**config.mk**
```make
export PLATFORM = sky130hd
export DESIGN_NAME = ctrl2_bus_writer
export DESIGN_NICKNAME = d
export VERILOG_FILES = /design/src/rtl/afg_bus_pkg.sv /design/src/rtl/ctrl2_bus_writer.sv
export SDC_FILE = /design/constraint.sdc
export NUM_CORES = 1
export LEC_CHECK = 0
export ABC_CLOCK_PERIOD_IN_PS = 3900
export CORE_MARGIN = 2
export CORE_UTILIZATION = 25
export DETAILED_ROUTE_END_ITERATION = 12
export SLEW_MARGIN = 25
export SYNTH_ARGS = -nofsm -noshare
export SYNTH_HDL_FRONTEND = slang
export SYNTH_SLANG_ARGS = --single-unit
```
**constraint.sdc**
```tcl
create_clock -name Clock -period 3.9 [get_ports Clock]
set_input_delay 0.78 -clock Clock [delete_from_list [all_inputs] [get_ports Clock]]
set_output_delay 0.78 -clock Clock [all_outputs]
set_load 0.005 [all_outputs]
```
**src/rtl/afg_bus_pkg.sv**
```systemverilog
// Shared definitions for the AFG control bus: writer state encoding and the
// default decode addresses that the bus receivers also match against.
package afg_bus_pkg;

    typedef enum logic [1:0] {
        ST_IDLE = 2'd0,
        ST_LO   = 2'd1,
        ST_HI   = 2'd2,
        ST_GAP  = 2'd3
    } wr_state_t;

    localparam logic [25:0] BUS_ADDR_LO   = 26'h2000104;
    localparam logic [25:0] BUS_ADDR_HI   = 26'h2000106;
    localparam logic [25:0] BUS_ADDR_IDLE = 26'h0000000;

    // Keeps the per-phase hold inside what a 4-bit counter can express.
    function automatic int unsigned hold_clamp(input int unsigned h);
        if (h == 0)
            return 1;
        else if (h > 15)
            return 15;
        else
            return h;
    endfunction

endpackage

```
**src/rtl/ctrl2_bus_writer.sv**
```systemverilog
// Writes a 32-bit control word onto the 16-bit AFG bus as two held
// half-word transfers (low then high), followed by a one-clock idle gap.
module ctrl2_bus_writer
    import afg_bus_pkg::*;
#(
    parameter logic [25:0] ADDR_LO   = BUS_ADDR_LO,
    parameter logic [25:0] ADDR_HI   = BUS_ADDR_HI,
    parameter logic [25:0] ADDR_IDLE = BUS_ADDR_IDLE,
    parameter int unsigned HOLD      = 2
) (
    input  logic        Clock,
    input  logic        Reset,
    input  logic [31:0] WORD_IN,
    input  logic        VALID_IN,
    output logic        READY_OUT,
    output logic [25:0] ADDR_OUT,
    output logic [15:0] DATA_OUT,
    output logic        DONE_OUT,
    output logic [15:0] WR_COUNT_OUT
);

    localparam logic [3:0] HOLD_LAST = 4'(hold_clamp(HOLD) - 1);

    wr_state_t   state;
    logic [3:0]  hold_cnt;
    logic [31:0] word;
    logic [25:0] addr;
    logic [15:0] data;
    logic        ready;
    logic        done;
    logic [15:0] wr_count;
    logic        hold_last;

    assign hold_last = (hold_cnt == HOLD_LAST);

    always_ff @(posedge Clock) begin
        if (Reset) begin
            state    <= ST_IDLE;
            hold_cnt <= 4'd0;
            word     <= 32'd0;
            addr     <= ADDR_IDLE;
            data     <= 16'h0000;
            ready    <= 1'b1;
            done     <= 1'b0;
            wr_count <= 16'h0000;
        end else begin
            done <= 1'b0;
            case (state)
                ST_IDLE: begin
                    if (VALID_IN && ready) begin
                        // Bus outputs load straight from WORD_IN so the low
                        // half appears on the clock right after acceptance.
                        word     <= WORD_IN;
                        state    <= ST_LO;
                        hold_cnt <= 4'd0;
                        addr     <= ADDR_LO;
                        data     <= WORD_IN[15:0];
                        ready    <= 1'b0;
                    end
                end
                ST_LO: begin
                    if (hold_last) begin
                        state    <= ST_HI;
                        hold_cnt <= 4'd0;
                        addr     <= ADDR_HI;
                        data     <= word[31:16];
                    end else begin
                        hold_cnt <= hold_cnt + 4'd1;
                    end
                end
                ST_HI: begin
                    if (hold_last) begin
                        state    <= ST_GAP;
                        hold_cnt <= 4'd0;
                        addr     <= ADDR_IDLE;
                        data     <= 16'h0000;
                        done     <= 1'b1;
                        wr_count <= wr_count + 16'd1;
                    end else begin
                        hold_cnt <= hold_cnt + 4'd1;
                    end
                end
                ST_GAP: begin
                    state    <= ST_IDLE;
                    hold_cnt <= 4'd0;
                    ready    <= 1'b1;
                end
                default: begin
                    state    <= ST_IDLE;
                    hold_cnt <= 4'd0;
                    addr     <= ADDR_IDLE;
                    data     <= 16'h0000;
                    ready    <= 1'b1;
                end
            endcase
        end
    end

    assign READY_OUT    = ready;
    assign ADDR_OUT     = addr;
    assign DATA_OUT     = data;
    assign DONE_OUT     = done;
    assign WR_COUNT_OUT = wr_count;

endmodule

```
==> impl_metrics.yaml, run 1 <==
status:
  outcome: "finished, final reports clean"
logic_synthesis:
  synth_top_family_by_area: "simple AND/OR/NAND/NOR gates"
  synth.area.mux_share_pct: 1.04
  yosysTopAreaCellShare_pct: 40.2
  ys_types: 43
  synth-xor-area-share_pct: 2.73
  synth-adder-area-share_pct: 4.33
  synth_area_leaders: "dfxtp_1, nand2_1, buf_4"
  seq_area_frac_synth_pct: 40.2
  synth_flop_cell: "dfxtp_1"
  ys_ff_latch: 58
  synthArstFlopShare_pct: 0
  synth_cells: 329
  synthesis.area_sq_um: 2890
  syn_area_per_cell_sq_um: 8.79
  yosysWarnings: 0
  synth_top_area_cell: "dfxtp_1"
  synth_simple_gate_area_share_pct: 24.5
  synth_compound_area_share_pct: 15.4
  synth_edf_count: 0
critical_path:
  crit_buf_inv: 2
  critPathTopFamily: "buffers and inverters"
  crit_type: "flop to flop"
  cp_slowest_cell: "ha_1"
  cp_max_fo: 20
  slowest_delay_ns: 0.69
  crit_arrival_ns: 2.82
  crit_chain: "inv_1 -> ha_1 -> clkinv_1 -> a2111oi_0 -> a21oi_1 -> nor2_1"
  end_kind: "flop"
  startpoint_type: "flop"
  critPathRequiredTime_ns: 4.16
global_routing:
  track_usage_pct: 10.9
  grt.busiest_layer: "met2"
  globalRouteMet1Util_pct: 13.6
  grt_overflow: 0
  grt_start_max_net_pins: 36
  globalRouteMet3Util_pct: 4.41
  grt_pass1_wl_um: 11000
  antenna_found_initial: 0
  grtUsageMet2_pct: 17.0
  grt_pass1_vias: 2246
sta:
  setup_viol: 0
  worst_pin_slew_ns: 0.623
  clock.fmax_mhz: 390
  setup-tns-final_ns: 0
  maxSlewViolCount: 0
  rsz0062_at_grt: "no"
  maxSlewHeadroom_pct: 58.3
  period_minus_slack_ns: 2.56
  fin_crit_sh_pct: 65.7
  fin_worst_skew_ns: 0.00604
  hold_viol: 0
finish:
  final_common_cell: "clkdlybuf4s50_1"
  final_cell_mix: "clkdlybuf4s50_1, dfxtp_1, nand2_1"
  design_area_sq_um: 3880
  drive_above_1_share_pct: 11.8
  layout.cells.non_filler: 540
  nFillCells: 1201
  nNetsFinal: 437
  syn_to_final_growth_pct: 34.3
  num_antenna_cells: 0
placement:
  port_buffers: 72
  place.detailed.hpwl_um: 4840
  place_inst: 524
  dpl_cell_area_sq_um: 3550
  gp_congestion: 0.785
power:
  ir_worst_vdd_mv: 0.350
  leakage_uw: 0.00141
  powerDensity_nw_per_um2: 683
clocking:
  cts_setup_buffers: 0
  cts_made_buffers: 9
  clk_latency_ns: 0.32
  h-tree-depth: 3
  cts.sinks: 58
  cts-resized-gates: 0
  postCtsHoldBufs: 0
  cts_tree: "built"
  path_clk_slew_ns: 0.06
  cts.path.max_buffers: 2
  cts_root_buf: "clkbuf_16"
floorplanning:
  die-area_sq_um: 12400
  coreArea_sq_um: 11400
  ios: 95
  dieHeight_um: 112
  die_w_um: 112
  start_util_pct: 25.4
  rows: 39
drt:
  vias: 2376
  routedWlPerCell_um: 12.8
  drc: 0
  antenna_left: 0
  vias_per_cell: 4.40
  wirelength_um: 6890
  drtIter0Drc: 74
  drt_pass1_iterations: 5
worst_hold_path:
  min_path_type: "flop to flop"
run:
  max-cap-violations: 0
==> metrics by stage <==
step / setup WS, ns / hold WS, ns / total power [uW] / util [%]
2_1_floorplan: 1.93 / 0.437 / 1620 / -
3_3_place_gp: 1.36 / 0.443 / 1790 / 31.3
3_5_place_dp: 1.31 / 0.449 / 1820 / 31.3
6_report: 1.34 / 0.457 / 2650 / 34.1
5_1_grt: 1.09 / 0.475 / 2820 / 34.1
4_1_cts: 1.30 / 0.457 / 2690 / 34.1
==> final cells by class <==
type / count / area, sq um / share of cell area, %
clock buffer: 9 / 225 / 5.80
sequential: 58 / 1160 / 29.9
tap: 143 / 179 / 4.61
clock inverter: 7 / 103 / 2.64
inverter: 4 / 15.0 / 0.387
multi-input combinational: 245 / 1470 / 37.8
timing repair buffer: 74 / 731 / 18.8
==> worst paths after layout <==
kind                                                 end  depth (start not counted)                  start  slack, ns
worst max register to register  hold_cnt[0]$_SDFFE_PP0P_                          6  state[0]$_SDFFE_PP0P_       1.34
worst max-delay path            hold_cnt[0]$_SDFFE_PP0P_                          6  state[0]$_SDFFE_PP0P_       1.34
worst min register to register     word[16]$_SDFFE_PP0P_                          2  word[16]$_SDFFE_PP0P_       0.46
worst min-delay path               word[16]$_SDFFE_PP0P_                          2  word[16]$_SDFFE_PP0P_       0.46
==> synth_stat cells, types with 2 or more instances <==
library cell / n
buf_4: 25
inv_1: 3
a311oi_1: 5
nand2_1: 58
a21oi_1: 25
or4_1: 2
nor2b_1: 3
dfxtp_1: 58
a311oi_2: 11
and4_1: 2
or3_1: 5
xor2_1: 8
mux2i_1: 3
ha_1: 10
and3_1: 3
nor2_2: 10
clkbuf_8: 4
buf_6: 3
nand4_1: 6
o21ai_0: 6
nand3_1: 23
clkbuf_1: 9
and2_1: 4
nor2_1: 24
==> state kept, by name (all words and copies together), names as in the netlist <==
name,flops
state,2
ADDR_OUT,2
hold_cnt,4
word,16
WR_COUNT_OUT,16
DATA_OUT,16
READY_OUT,1
DONE_OUT,1
==> routing by layer <==
metal	part of all wire, %	vias up	routed length [um]
met5	0	-	0
met4	1.3	0	92
met3	6.6	9	455
met2	47	65	3200
met1	46	1087	3130
li1	-	1215	-
==> worst min-delay path: stages (launching register included) <==
cell and delay, ns:
dfxtp_1 0.31, nand2_1 0.05, a21oi_1 0.05
==> where the power goes <==
part           leakage (uW)  internal (uW)  switching [uW]
clock              0.000156            564             294
combinational      0.000782            428             569
sequential         0.000474            712            86.3
total               0.00141           1700             949
==> cell families after synthesis <==
family,count (synthesis)
simple gates,146
buf+inv,47
flops,58
xor+xnor,9
other cells,1
fa+ha+maj,10
mux,3
compound gates,55
(Power assumes the default switching activity.)
==> run 2: changes to the inputs <==
- ABC_CLOCK_PERIOD_IN_PS: 3900 -> 2050
- clock period: 3.9 -> 2.05 ns (I/O delays scaled with it)
==> run 2 against run 1 <==
Against the previous run:
- critical endpoint is now DATA_OUT[5]$_SDFFE_PP0P_
- critical path type unchanged
- via count grew 2.4%
- hold slack lost 0.067 ns
- largest power group unchanged
- design area grew 2.9%
- non-clock buffer count grew 10
- global-route usage grew 0.28 points
- combinational power grew 110%
- sequential power grew 88%
- core utilization grew 0.99 points
- total power grew 100%
- flip-flop and latch count is the same
- highest routed layer unchanged
- fmax grew 33%
==> impl_metrics.yaml, run 2 (synthesis gave the netlist of run 1 again) <==
drt:
  vias_per_cell: 4.42
  routedWlPerCell_um: 12.7
  vias: 2434
  drt_pass1_iterations: 4
  antenna_left: 0
  drtIter0Drc: 115
  drc: 0
  wirelength_um: 7000
finish:
  layout.cells.non_filler: 551
  syn_to_final_growth_pct: 38.2
  nNetsFinal: 447
  final_cell_mix: "clkdlybuf4s50_1, dfxtp_1, nand2_1"
  final_common_cell: "clkdlybuf4s50_1"
  nFillCells: 1217
  drive_above_1_share_pct: 14.0
sta:
  maxSlewViolCount: 0
  fin_crit_sh_pct: 94.1
  setup-tns-final_ns: 0
  hold_viol: 0
  setup_viol: 0
  finalWorstSetupSlack_ns: 0.121
  clock.fmax_mhz: 518
  fin_worst_skew_ns: 0.00766
  period_minus_slack_ns: 1.93
  rsz0062_at_grt: "no"
worst_hold_path:
  min_to: "WR_COUNT_OUT[12]$_SDFFE_PP0P_"
  min_path_type: "primary input to flop"
  min-delay-start: "Reset"
  hold_path_depth: 3
clocking:
  cts_root_buf: "clkbuf_16"
  clk_latency_ns: 0.32
  postCtsHoldBufs: 0
  h-tree-depth: 3
  path_clk_slew_ns: 0.06
  cts.path.max_buffers: 2
  cts-resized-gates: 0
  cts_setup_buffers: 0
  cts.sinks: 58
  cts_tree: "built"
  cts_made_buffers: 9
floorplanning:
  rows: 39
  ios: 95
  coreArea_sq_um: 11400
  dieHeight_um: 112
  start_util_pct: 25.4
  die-area_sq_um: 12400
  die_w_um: 112
critical_path:
  startpoint_type: "flop"
  crit_type: "flop to flop"
  critPathRequiredTime_ns: 2.28
  crit_chain: "ha_1 -> or3b_4 -> a211oi_4 -> buf_12 -> nor2_2 -> a311oi_2"
  reg2reg_slack_ns: 0.12
  slowest_delay_ns: 0.41
  reg2regPathDepth: 6
  cp_slowest_cell: "or3b_4"
  rr_endpoint: "DATA_OUT[5]$_SDFFE_PP0P_"
  cp_max_fo: 35
  end_kind: "flop"
  crit_arrival_ns: 2.15
  r2r_start: "hold_cnt[0]$_SDFFE_PP0P_"
placement:
  port_buffers: 72
  dp_slack_ns: 0.0602
  place.detailed.hpwl_um: 4980
  gp_congestion: 0.764
  place_inst: 534
global_routing:
  grt_pass1_vias: 2388
  grt_overflow: 0
  track_usage_pct: 11.2
  grt_pass1_wl_um: 11400
  antenna_found_initial: 1
  grt_start_max_net_pins: 36
power:
  ir_worst_vdd_mv: 0.861
  powerDensity_nw_per_um2: 1340
  leakage_uw: 0.00148
run:
  max-cap-violations: 0
status:
  outcome: "finished, final reports clean"
-- run 2: changes by cell type in the layout (fill, tap and decap cells not counted) --
cell	delta
clkinv_4	-1
buf_4	+9
bufinv_16	+1
buf_12	+1
diode_2	+1
clkinvlp_4	-1
inv_6	+1
-- run 2: metal layers --
metal | GRT usage (%) | up-vias | share of wire (%)
li1 | - | 1236 | -
met1 | 14.2 | 1129 | 46
met2 | 18.0 | 61 | 47
met3 | 3.81 | 8 | 5.6
met4 | 3.70 | 0 | 1.0
met5 | 0 | - | 0
-- run 2: worst max-delay path by stage --
stage,from,to,cells after the start
floorplan,state[1]$_SDFFE_PP0P_,DATA_OUT[10]$_SDFFE_PP0P_,8
global placement,VALID_IN,ADDR_OUT[1]$_SDFFE_PP0P_,6
detailed placement,VALID_IN,DATA_OUT[0]$_SDFFE_PP0P_,6
CTS,state[1]$_SDFFE_PP0P_,DATA_OUT[5]$_SDFFE_PP0P_,7
global route,hold_cnt[0]$_SDFFE_PP0P_,DATA_OUT[0]$_SDFFE_PP0P_,6
finish,hold_cnt[0]$_SDFFE_PP0P_,DATA_OUT[5]$_SDFFE_PP0P_,6
-- run 2: cell type report --
type	instances	area [sq um]	area share (%)
Sequential cell	58	1160	29.1
Inverter	4	15.0	0.376
Antenna cell	1	2.50	0.0626
Timing Repair Buffer	84	818	20.5
Multi-Input combinational cell	245	1470	36.8
Tap cell	143	179	4.48
Clock inverter	7	125	3.13
Clock buffer	9	225	5.64
-- run 2: stage by stage --
step                hold WS (ns)  total power, uW  util, %  cell area, sq um
floorplan                  0.437             3090        -              2970
global placement           0.444             3570     32.0              3640
detailed placement         0.448             3650     32.0              3640
CTS                        0.375             5450     35.1              3990
global route               0.401             5710     35.1              3990
finish                     0.390             5360     35.1              4000
-- run 2: power breakdown --
part / switching [uW] / leakage [uW] / internal [uW] / total, uW
Clock: 573 / 0.000171 / 1200 / 1770
Sequential: 150 / 0.000474 / 1350 / 1500
Combinational: 1140 / 0.000835 / 943 / 2090
Total: 1870 / 0.00148 / 3500 / 5360
-- run 2: critical path, delay by kind of cell, from the launching register on --
family	cells	cell delay [ns]
flip-flops	1	0.39
AND/OR/NAND/NOR	2	0.47
buffers and inverters	1	0.25
adder cells (fa/ha/maj)	1	0.21
AO/OA/AOI/OAI	2	0.49
